**config.mk**
```make
export PLATFORM = sky130hd
export DESIGN_NAME = out_vector_buffer
export DESIGN_NICKNAME = d
export VERILOG_FILES = /design/src/rtl/out_vector_pkg.sv /design/src/rtl/out_vector_buffer_fifo.sv /design/src/rtl/out_vector_buffer.sv
export SDC_FILE = /design/constraint.sdc
export NUM_CORES = 1
export LEC_CHECK = 0
export ABC_CLOCK_PERIOD_IN_PS = 6430
export BUFFER_PORTS_ARGS = -buffer_cell sky130_fd_sc_hd__buf_2
export CAP_MARGIN = 40
export CORE_MARGIN = 4
export CORE_UTILIZATION = 45
export CTS_CLUSTER_SIZE = 40
export DETAILED_ROUTE_END_ITERATION = 10
export GPL_TIMING_DRIVEN = 0
export PLACE_DENSITY = 0.76
export RECOVER_POWER = 50
export SETUP_SLACK_MARGIN = 0.2
export SLEW_MARGIN = 20
export SYNTH_ARGS = -nofsm -noshare
export SYNTH_HDL_FRONTEND = slang
export SYNTH_SLANG_ARGS = --single-unit
```
**constraint.sdc**
```tcl
create_clock -name clk -period 6.43 [get_ports clk]
set_clock_uncertainty 0.2 [all_clocks]
set_input_delay 0.3215 -clock clk [delete_from_list [all_inputs] [get_ports clk]]
set_output_delay 0.3215 -clock clk [all_outputs]
set_load 0.05 [all_outputs]
```
**src/rtl/out_vector_pkg.sv**
```systemverilog
// out_vector_pkg
//   Shared types and helpers for the output vector buffer.
//   drain_state_t  : drain FSM states
//   BYTE_W         : bits per addressable byte
//   bytes_per_lane : byte stride between consecutive lanes in memory
//   lane_lsb       : bit offset of a lane inside a flattened vector
package out_vector_pkg;

  typedef enum logic [1:0] {IDLE, SCAN, SEND, POP} drain_state_t;

  localparam int unsigned BYTE_W = 8;

  function automatic int unsigned bytes_per_lane(input int unsigned width);
    return width / BYTE_W;
  endfunction

  function automatic int unsigned lane_lsb(input int unsigned lane, input int unsigned width);
    return lane * width;
  endfunction

endpackage

```
**src/rtl/out_vector_buffer_fifo.sv**
```systemverilog
// vec_fifo_mem
//   DEPTH x W register-array FIFO. The caller only pushes when !full and only
//   pops when !empty. rdata always shows the head entry.
//   clk, rst      : clock, synchronous active-high reset (pointers/count only)
//   push, wdata   : write the entry at wr_ptr
//   pop           : retire the head entry
//   rdata         : head entry
//   full, empty   : derived from the registered count
//   count         : occupied entries
module vec_fifo_mem #(
  parameter int DEPTH = 4,
  parameter int W     = 8
) (
  input  logic                       clk,
  input  logic                       rst,
  input  logic                       push,
  input  logic                       pop,
  input  logic [W-1:0]               wdata,
  output logic [W-1:0]               rdata,
  output logic                       full,
  output logic                       empty,
  output logic [$clog2(DEPTH+1)-1:0] count
);

  localparam int PW = $clog2(DEPTH);
  localparam int CW = $clog2(DEPTH+1);

  logic [W-1:0]  mem [DEPTH];
  logic [PW-1:0] wr_ptr, rd_ptr;

  // Pointers wrap naturally since DEPTH is a power of two.
  always_ff @(posedge clk) begin
    if (rst) begin
      wr_ptr <= '0;
      rd_ptr <= '0;
      count  <= '0;
    end else begin
      if (push) wr_ptr <= wr_ptr + PW'(1);
      if (pop)  rd_ptr <= rd_ptr + PW'(1);
      case ({push, pop})
        2'b10:   count <= count + CW'(1);
        2'b01:   count <= count - CW'(1);
        default: count <= count;
      endcase
    end
  end

  // Storage carries no reset; an entry is only read once it has been written.
  always_ff @(posedge clk) begin
    if (push) mem[wr_ptr] <= wdata;
  end

  assign rdata = mem[rd_ptr];
  assign full  = (count == CW'(DEPTH));
  assign empty = (count == '0);

endmodule

```
**src/rtl/out_vector_buffer.sv**
```systemverilog
// out_vector_buffer
//   Captures result vectors into a DEPTH-entry FIFO and drains each entry to
//   data memory one enabled lane at a time over a scalar valid/ready port.
//   clk, rst                  : clock, synchronous active-high reset
//   wr_en/wr_mask/wr_data/
//   wr_addr                   : push request, lane enables, vector, base address
//   full, empty, count        : FIFO occupancy
//   ovf                       : sticky, a push arrived while full
//   last_vec                  : merge of the enabled lanes of every accepted push
//   mem_we/mem_addr/mem_data/
//   mem_ready                 : memory write port, transfer on mem_we && mem_ready
//   busy                      : drain FSM not idle
module out_vector_buffer
  import out_vector_pkg::*;
#(
  parameter int LANES  = 4,
  parameter int WIDTH  = 32,
  parameter int DEPTH  = 4,
  parameter int ADDR_W = 32
) (
  input  logic                       clk,
  input  logic                       rst,
  input  logic                       wr_en,
  input  logic [LANES-1:0]           wr_mask,
  input  logic [LANES*WIDTH-1:0]     wr_data,
  input  logic [ADDR_W-1:0]          wr_addr,
  output logic                       full,
  output logic                       empty,
  output logic [$clog2(DEPTH+1)-1:0] count,
  output logic                       ovf,
  output logic [LANES*WIDTH-1:0]     last_vec,
  output logic                       mem_we,
  output logic [ADDR_W-1:0]          mem_addr,
  output logic [WIDTH-1:0]           mem_data,
  input  logic                       mem_ready,
  output logic                       busy
);

  localparam int          CW             = $clog2(DEPTH+1);
  localparam int          LW             = (LANES > 1) ? $clog2(LANES) : 1;
  localparam int unsigned BYTES_PER_LANE = bytes_per_lane(WIDTH);
  localparam logic [LW-1:0] LAST_LANE    = LW'(LANES-1);

  typedef struct packed {
    logic [ADDR_W-1:0]                 addr;
    logic [LANES-1:0]                  mask;
    logic [LANES-1:0][WIDTH-1:0]       data;
  } entry_t;

  entry_t       wr_ent, head;
  logic         push_ok, pop;
  drain_state_t state_q, state_d;
  logic [LW-1:0] lane_q, lane_d;
  logic              we_d;
  logic [ADDR_W-1:0] addr_d;
  logic [WIDTH-1:0]  data_d;

  // full is the pre-edge value, so a pop in the same cycle never frees room.
  assign push_ok = wr_en && !full;
  assign wr_ent  = '{addr: wr_addr, mask: wr_mask, data: wr_data};
  assign busy    = (state_q != IDLE);

  vec_fifo_mem #(.DEPTH(DEPTH), .W($bits(entry_t))) u_fifo (
    .clk   (clk),
    .rst   (rst),
    .push  (push_ok),
    .pop   (pop),
    .wdata (wr_ent),
    .rdata (head),
    .full  (full),
    .empty (empty),
    .count (count)
  );

  // Lane mask expanded to bit granularity for the last_vec merge.
  logic [LANES*WIDTH-1:0] wbits;
  for (genvar i = 0; i < LANES; i++) begin : g_wbits
    assign wbits[lane_lsb(i, WIDTH) +: WIDTH] = {WIDTH{wr_mask[i]}};
  end

  always_comb begin
    state_d = state_q;
    lane_d  = lane_q;
    we_d    = mem_we;
    addr_d  = mem_addr;
    data_d  = mem_data;
    pop     = 1'b0;
    case (state_q)
      IDLE: begin
        if (!empty) begin
          state_d = SCAN;
          lane_d  = '0;
        end
      end
      SCAN: begin
        if (head.mask[lane_q]) begin
          addr_d  = head.addr + ADDR_W'(lane_q) * ADDR_W'(BYTES_PER_LANE);
          data_d  = head.data[lane_q];
          we_d    = 1'b1;
          state_d = SEND;
        end else if (lane_q == LAST_LANE) begin
          state_d = POP;
        end else begin
          lane_d  = lane_q + LW'(1);
        end
      end
      SEND: begin
        if (mem_ready) begin
          we_d = 1'b0;
          if (lane_q == LAST_LANE) begin
            state_d = POP;
          end else begin
            lane_d  = lane_q + LW'(1);
            state_d = SCAN;
          end
        end
      end
      POP: begin
        pop    = 1'b1;
        lane_d = '0;
        // A same-edge push keeps the FIFO occupied, so skip IDLE.
        state_d = (count > CW'(1) || push_ok) ? SCAN : IDLE;
      end
      default: state_d = IDLE;
    endcase
  end

  always_ff @(posedge clk) begin
    if (rst) begin
      state_q  <= IDLE;
      lane_q   <= '0;
      mem_we   <= 1'b0;
      mem_addr <= '0;
      mem_data <= '0;
      ovf      <= 1'b0;
      last_vec <= '0;
    end else begin
      state_q  <= state_d;
      lane_q   <= lane_d;
      mem_we   <= we_d;
      mem_addr <= addr_d;
      mem_data <= data_d;
      if (wr_en && full) ovf <= 1'b1;
      if (push_ok) last_vec <= (last_vec & ~wbits) | (wr_data & wbits);
    end
  end

endmodule

```
# Yosys cells after proc, flatten, opt, wreduce, memory -nomap -nowiden
# Memory sizes are Yosys's and may differ from the RTL's. A register that Yosys moved wholly into a read port is not among the register bits.
# Cells that the tools add are included.
# classes
reduce_logical	13
n_mux	25
n_eq_ne	12
magnitude_cmp	2
n_bitwise	4
n_addsub	6
# ops
op	n
AND 128 bit	2
inverter 128 bit	1
OR 128 bit	1
binary-select mux 32 bit (select 2 bit)	1
adder 32 x 4 -> 32 bit	1
2-to-1 mux 32 bit	1
2-to-1 mux 2 bit	11
one-hot mux 2 bit (4 select lines)	2
AND reduction 3 bit	3
== test 2 bit (second input constant)	4
inequality test 2 bit (second input constant)	4
2-to-1 mux 1 bit	7
adder 2 x 1 -> 2 bit (second input constant)	3
one-hot mux 3 bit (2 select lines)	1
nonzero test 2 bit	3
== test 2 x 1 -> 1 bit (second input constant)	2
adder 3 x 1 -> 3 bit (second input constant)	1
== test 3 bit (second input constant)	1
greater-than comparator 3 x 1 -> 1 bit (second input constant)	1
zero test 3 bit	1
< comparator 2 x 3 -> 1 bit (second input constant)	1
inequality test 3 bit (second input constant)	1
subtractor 3 x 1 -> 3 bit (second input constant)	1
binary-select mux 1 bit (select 2 bit)	1
6 further kinds	7
# totals
reg_bits	205
ram_bits	656
output_inout_bits	200
memories	1
input_bits	168
elab_cells	73
# mem_list
memory	depth	word_bits	read_ports	rd_ports_with_merged_regs	write_ports	line_no	source
u_fifo.mem	4	164	1	1	1	out_vector_buffer_fifo.sv:28	logic [W-1:0] mem [DEPTH];

# Logic depth before layout (Yosys ltp)
# depth
word_depth	6
ltp_mapped	12
mapped_depth_nobuf	9

# Modules after synthesis
# Synthesis repeated with hierarchy kept, for this count alone.
# unflattened
cells_unflattened	1906
area_unflattened_um2	32409.8
# modules_own_cells
module	area_per_inst_um2	seq_area_each_um2	cells_each	instances
vec_fifo_mem	24069.3	19879.1	903	1
out_vector_buffer	8340.5	3963.8	1003	1

# Worst setup path after synthesis
# No wires, ideal clock.
# synth_path
path_type	register to register
start	register u_fifo.count[0]
end	memory u_fifo.mem[1][0] in the netlist's numbering (enable)
path_stages_with_launch	7
setup_ns	0.544
setup_slack_ns	-0.117
required_ns	5.686
period_less_slack_ns	6.547
arrival_time_ns	5.803
n_path_buf	1
cell_sequence	dfxtp_1 inv_1 ha_1 and2_1 nor2b_1 clkbuf_1 and2_1
# synth_via
elab_chain_cells	5
# synth_lines
item	line_no	source
start: declaration	out_vector_buffer_fifo.sv:22	output logic [$clog2(DEPTH+1)-1:0] count
start signal: assignment	out_vector_buffer_fifo.sv:41	2'b10: count <= count + CW'(1);
start signal: assignment	out_vector_buffer_fifo.sv:42	2'b01: count <= count - CW'(1);
start signal: assignment	out_vector_buffer_fifo.sv:43	default: count <= count;
== test 3 bit	out_vector_buffer_fifo.sv:54	assign full = (count == CW'(DEPTH));
named net full	out_vector_buffer.sv:27	output logic full,
zero test 1 bit	out_vector_buffer.sv:59	assign push_ok = wr_en && !full;
logical AND 1 bit	out_vector_buffer.sv:59	
2-to-1 mux 1 bit	out_vector_buffer_fifo.sv:50	if (push) mem[wr_ptr] <= wdata;
2-to-1 mux 1 bit (implied by the code)	out_vector_buffer_fifo.sv:50	
end: declaration	out_vector_buffer_fifo.sv:28	
# The timed path passes the listed nets, and every way through them passes these cells.

==> results by group <==
Run status
  • Status: finished clean

Setup path
  • Arrival @ worst endpoint: 4.79 ns
  • Crit path required time: 6.77 ns
  • Delay-heaviest family, CP: buffers and inverters
  • Crit-path max FO: 10
  • Reg2reg setup slack: 1.98 ns
  • Buffers and inverters on the worst path: 4
  • Slowest CP cell: clkbuf_1
  • Critical Path, Cell by Cell: buf_4 -> buf_4 -> clkbuf_1 -> clkbuf_1 -> mux4_2 -> ha_1 -> a21o_1 -> nand4_1 -> nor2_1 -> nand4_1 -> xor2_1 -> a211oi_2
  • CP Launch Type: flip-flop
  • Max incr delay on CP: 0.56 ns
  • Worst setup path class: reg -> reg
  • Worst setup EP type: flip-flop

Detailed routing
  • Pre-Repair DR Iteration Count: 7
  • DR DRC count: 0
  • Routed vias/inst: 5.50
  • Post-Route WL: 90300 µm
  • Wire per inst: 25.2 µm
  • Remaining antenna violation count after routing: 0
  • Violation count after the first detailed-route iteration: 1719
  • DR vias: 19700

Logic synthesis
  • Largest family of logic cells by synthesized area: multiplexers
  • Yosys warnings: 0
  • Yosys cell types: 37
  • Share of the yosys chip area belonging to registers: 73.5%
  • Avg Inst Size Synth: 17.2 µm²
  • Synth Area in Adders: 0.679%
  • Leading area contributor after synthesis: edfxtp_1
  • Top-area cell type share of the netlist area: 60.8%
  • Xor and xnor area share after synthesis: 0.891%
  • Asr flop ratio synth: 0%
  • EDFF count, synth: 656
  • Most area-consuming cells after synthesis: edfxtp_1, mux4_2, dfxtp_1
  • Post-Syn Area: 32400 µm²
  • Post-synthesis simple-gate area fraction: 5.59%
  • Seq cells post-synth: 863
  • Synth Area in Compound Gates: 3.92%
  • Top FF cell, synth: edfxtp_1
  • Synthesized instance count: 1888
  • Post-synthesis mux area share: 13.7%
  • Syn nets: 2073

STA
  • Worst-margin pin slew: 0.889 ns
  • Final min period: 4.45 ns
  • Final worst setup slack: 1.98 ns
  • Fmax: 0.225 GHz
  • Setup violations, final: 0
  • Hold Violations, Final: 0
  • Final number of max-transition violations: 0
  • Setup tns final: 0 ns
  • Hold slack: 0.255 ns
  • Worst slew margin: 41.0%
  • RSZ-0062 raised after global routing: no
  • Period utilization: 69.3%

Floorplan
  • Die W: 276 µm
  • # rows: 98
  • Die area: 76400 µm²
  • Starting Density: 45.4%
  • Die Ht: 276 µm
  • Core ar.: 71500 µm²
  • Ports: 368

Global route
  • Largest net degree at the start of global routing: 46
  • GR Overflow Total: 0
  • Busiest grt layer: met2
  • Vias in the first global route: 20600
  • GRT met1 Usage: 30.3%
  • Initial antenna violation count: 7
  • Grt met2 use: 39.2%
  • GRT Total Usage: 23.3%
  • Met3 Usage GRT: 5.54%
  • First-pass GRT wire length: 133000 µm

Power and ir drop
  • Pwr Density: 350 nW/µm²
  • LEAKAGE: 0.0129 µW
  • Peak supply drop: 255 µV

CTS
  • Setup bufs post-CTS: 0
  • Num Clock Sinks: 863
  • CTS tree: done
  • Worst-case clock buffer depth: 3
  • Num CTS Buffers: 88
  • Root Buffer: clkbuf_16
  • H-tree depth: 3
  • Worst-path clk slew: 0.06 ns
  • Worst-skew pair later-pin latency: 0.63 ns

Final layout
  • Final nets: 2734
  • Finished Layout Cells: 3584
  • P&R area growth vs syn: 24.3%
  • Share of cells above drive strength 1: 17.0%
  • Fin area: 40300 µm²

Place
  • DP Wirelength: 60300 µm
  • Post-Place Worst Slack: 1.99 ns
  • Port-buffer cells: 366
  • Cells after DPL: 3233
  • Global placer's final weighted congestion: 0.798
  • Placed Area: 36000 µm²

Job
  • Max-cap violations: 0

Worst hold path
  • HP Class: reg -> reg
[logic make-up after synthesis]
| group | Yosys count |
|---|---|
| buffers and inverters | 122 |
| xor gates and xnor gates | 33 |
| and+or+nand+nor | 446 |
| AOI/OAI and AO/OA | 209 |
| adders and majority gates | 17 |
| DFF | 863 |
| muxes | 198 |
[placed cells by master, fill, tap and decap left out, types with 12 or more instances in the layout]
cell,netlist,routed
edfxtp_1,656,656
clkbuf_1,81,466
nand2_1,348,348
dfxtp_1,207,207
mux4_2,197,197
a21oi_1,172,172
dlygate4sd3_1,0,166
clkbuf_16,0,92
nor2_1,49,49
a211oi_2,28,28
buf_6,4,25
xor2_1,24,24
buf_2,18,23
ha_1,16,16
clkinv_2,0,13
clkbuf_8,0,13
inv_1,12,12
nand4_1,12,12
[what timing repair did]
action                                 4_1_cts  5_1_grt
hold buffers                               166        0
resized for setup                            0        0
endpoints found under the hold margin      786        0
[per-layer routing]
| layer | vias to the layer above | part of all wire [%] |
|---|---|---|
| met1 | 10100 | 38 |
| met5 | - | 0 |
| met3 | 147 | 9.1 |
| li1 | 8570 | - |
| met2 | 951 | 50 |
| met4 | 0 | 2.4 |
[cell type report]
cell class / count / area (µm²)
fill: 5535 / 31200
sequential: 863 / 23800
multi-input combinational: 903 / 8050
timing repair buffer: 571 / 3690
clock buffer: 130 / 2570
tap: 950 / 1190
buffer: 110 / 499
clock inverter: 36 / 407
inverter: 12 / 45.0
antenna: 9 / 22.5
[power by group]
group	internal [µW]	total (µW)	switching [µW]
Clock	3040	5160	2120
Combinational	777	2370	1590
Sequential	6400	6560	160
Total	10200	14100	3870
[metrics by stage]
step | total power, µW | util, %
6_report | 14100 | 56.4
3_5_place_dp | 8990 | 50.3
4_1_cts | 14200 | 56.8
5_1_grt | 14600 | 56.4
2_1_floorplan | 8180 | -
3_3_place_gp | 8890 | 49.6
[worst reg2reg max path, cell delays in order, from the launching register on]
cell and delay, ns:
dfxtp_1 0.34, buf_4 0.23, buf_4 0.24, clkbuf_1 0.45
clkbuf_1 0.56, mux4_2 0.46, ha_1 0.30, a21o_1 0.13
nand4_1 0.31, nor2_1 0.52, nand4_1 0.21, xor2_1 0.19
a211oi_2 0.22
[worst paths after layout]
| path | endpoint | cells after the start |
|---|---|---|
| min reg2reg | flip-flop | 2 |
| max | mem_addr[13]$_SDFFE_PP0P_ | 12 |
| min | flip-flop | 2 |
| max reg2reg | mem_addr[13]$_SDFFE_PP0P_ | 12 |
[cell usage after synthesis, drive strengths merged, types with 2 or more instances]
| master | count |
|---|---|
| a211oi | 30 |
| a21oi | 172 |
| and2 | 11 |
| and3 | 2 |
| buf | 29 |
| clkbuf | 81 |
| dfxtp | 207 |
| edfxtp | 656 |
| ha | 16 |
| inv | 12 |
| mux4 | 197 |
| nand2 | 348 |
| nand2b | 3 |
| nand3 | 9 |
| nand3b | 2 |
| nand4 | 12 |
| nor2 | 49 |
| nor2b | 3 |
| nor3 | 2 |
| nor4 | 2 |
| o21ai | 4 |
| xnor2 | 9 |
| xor2 | 24 |
(Power assumes the default switching activity.)
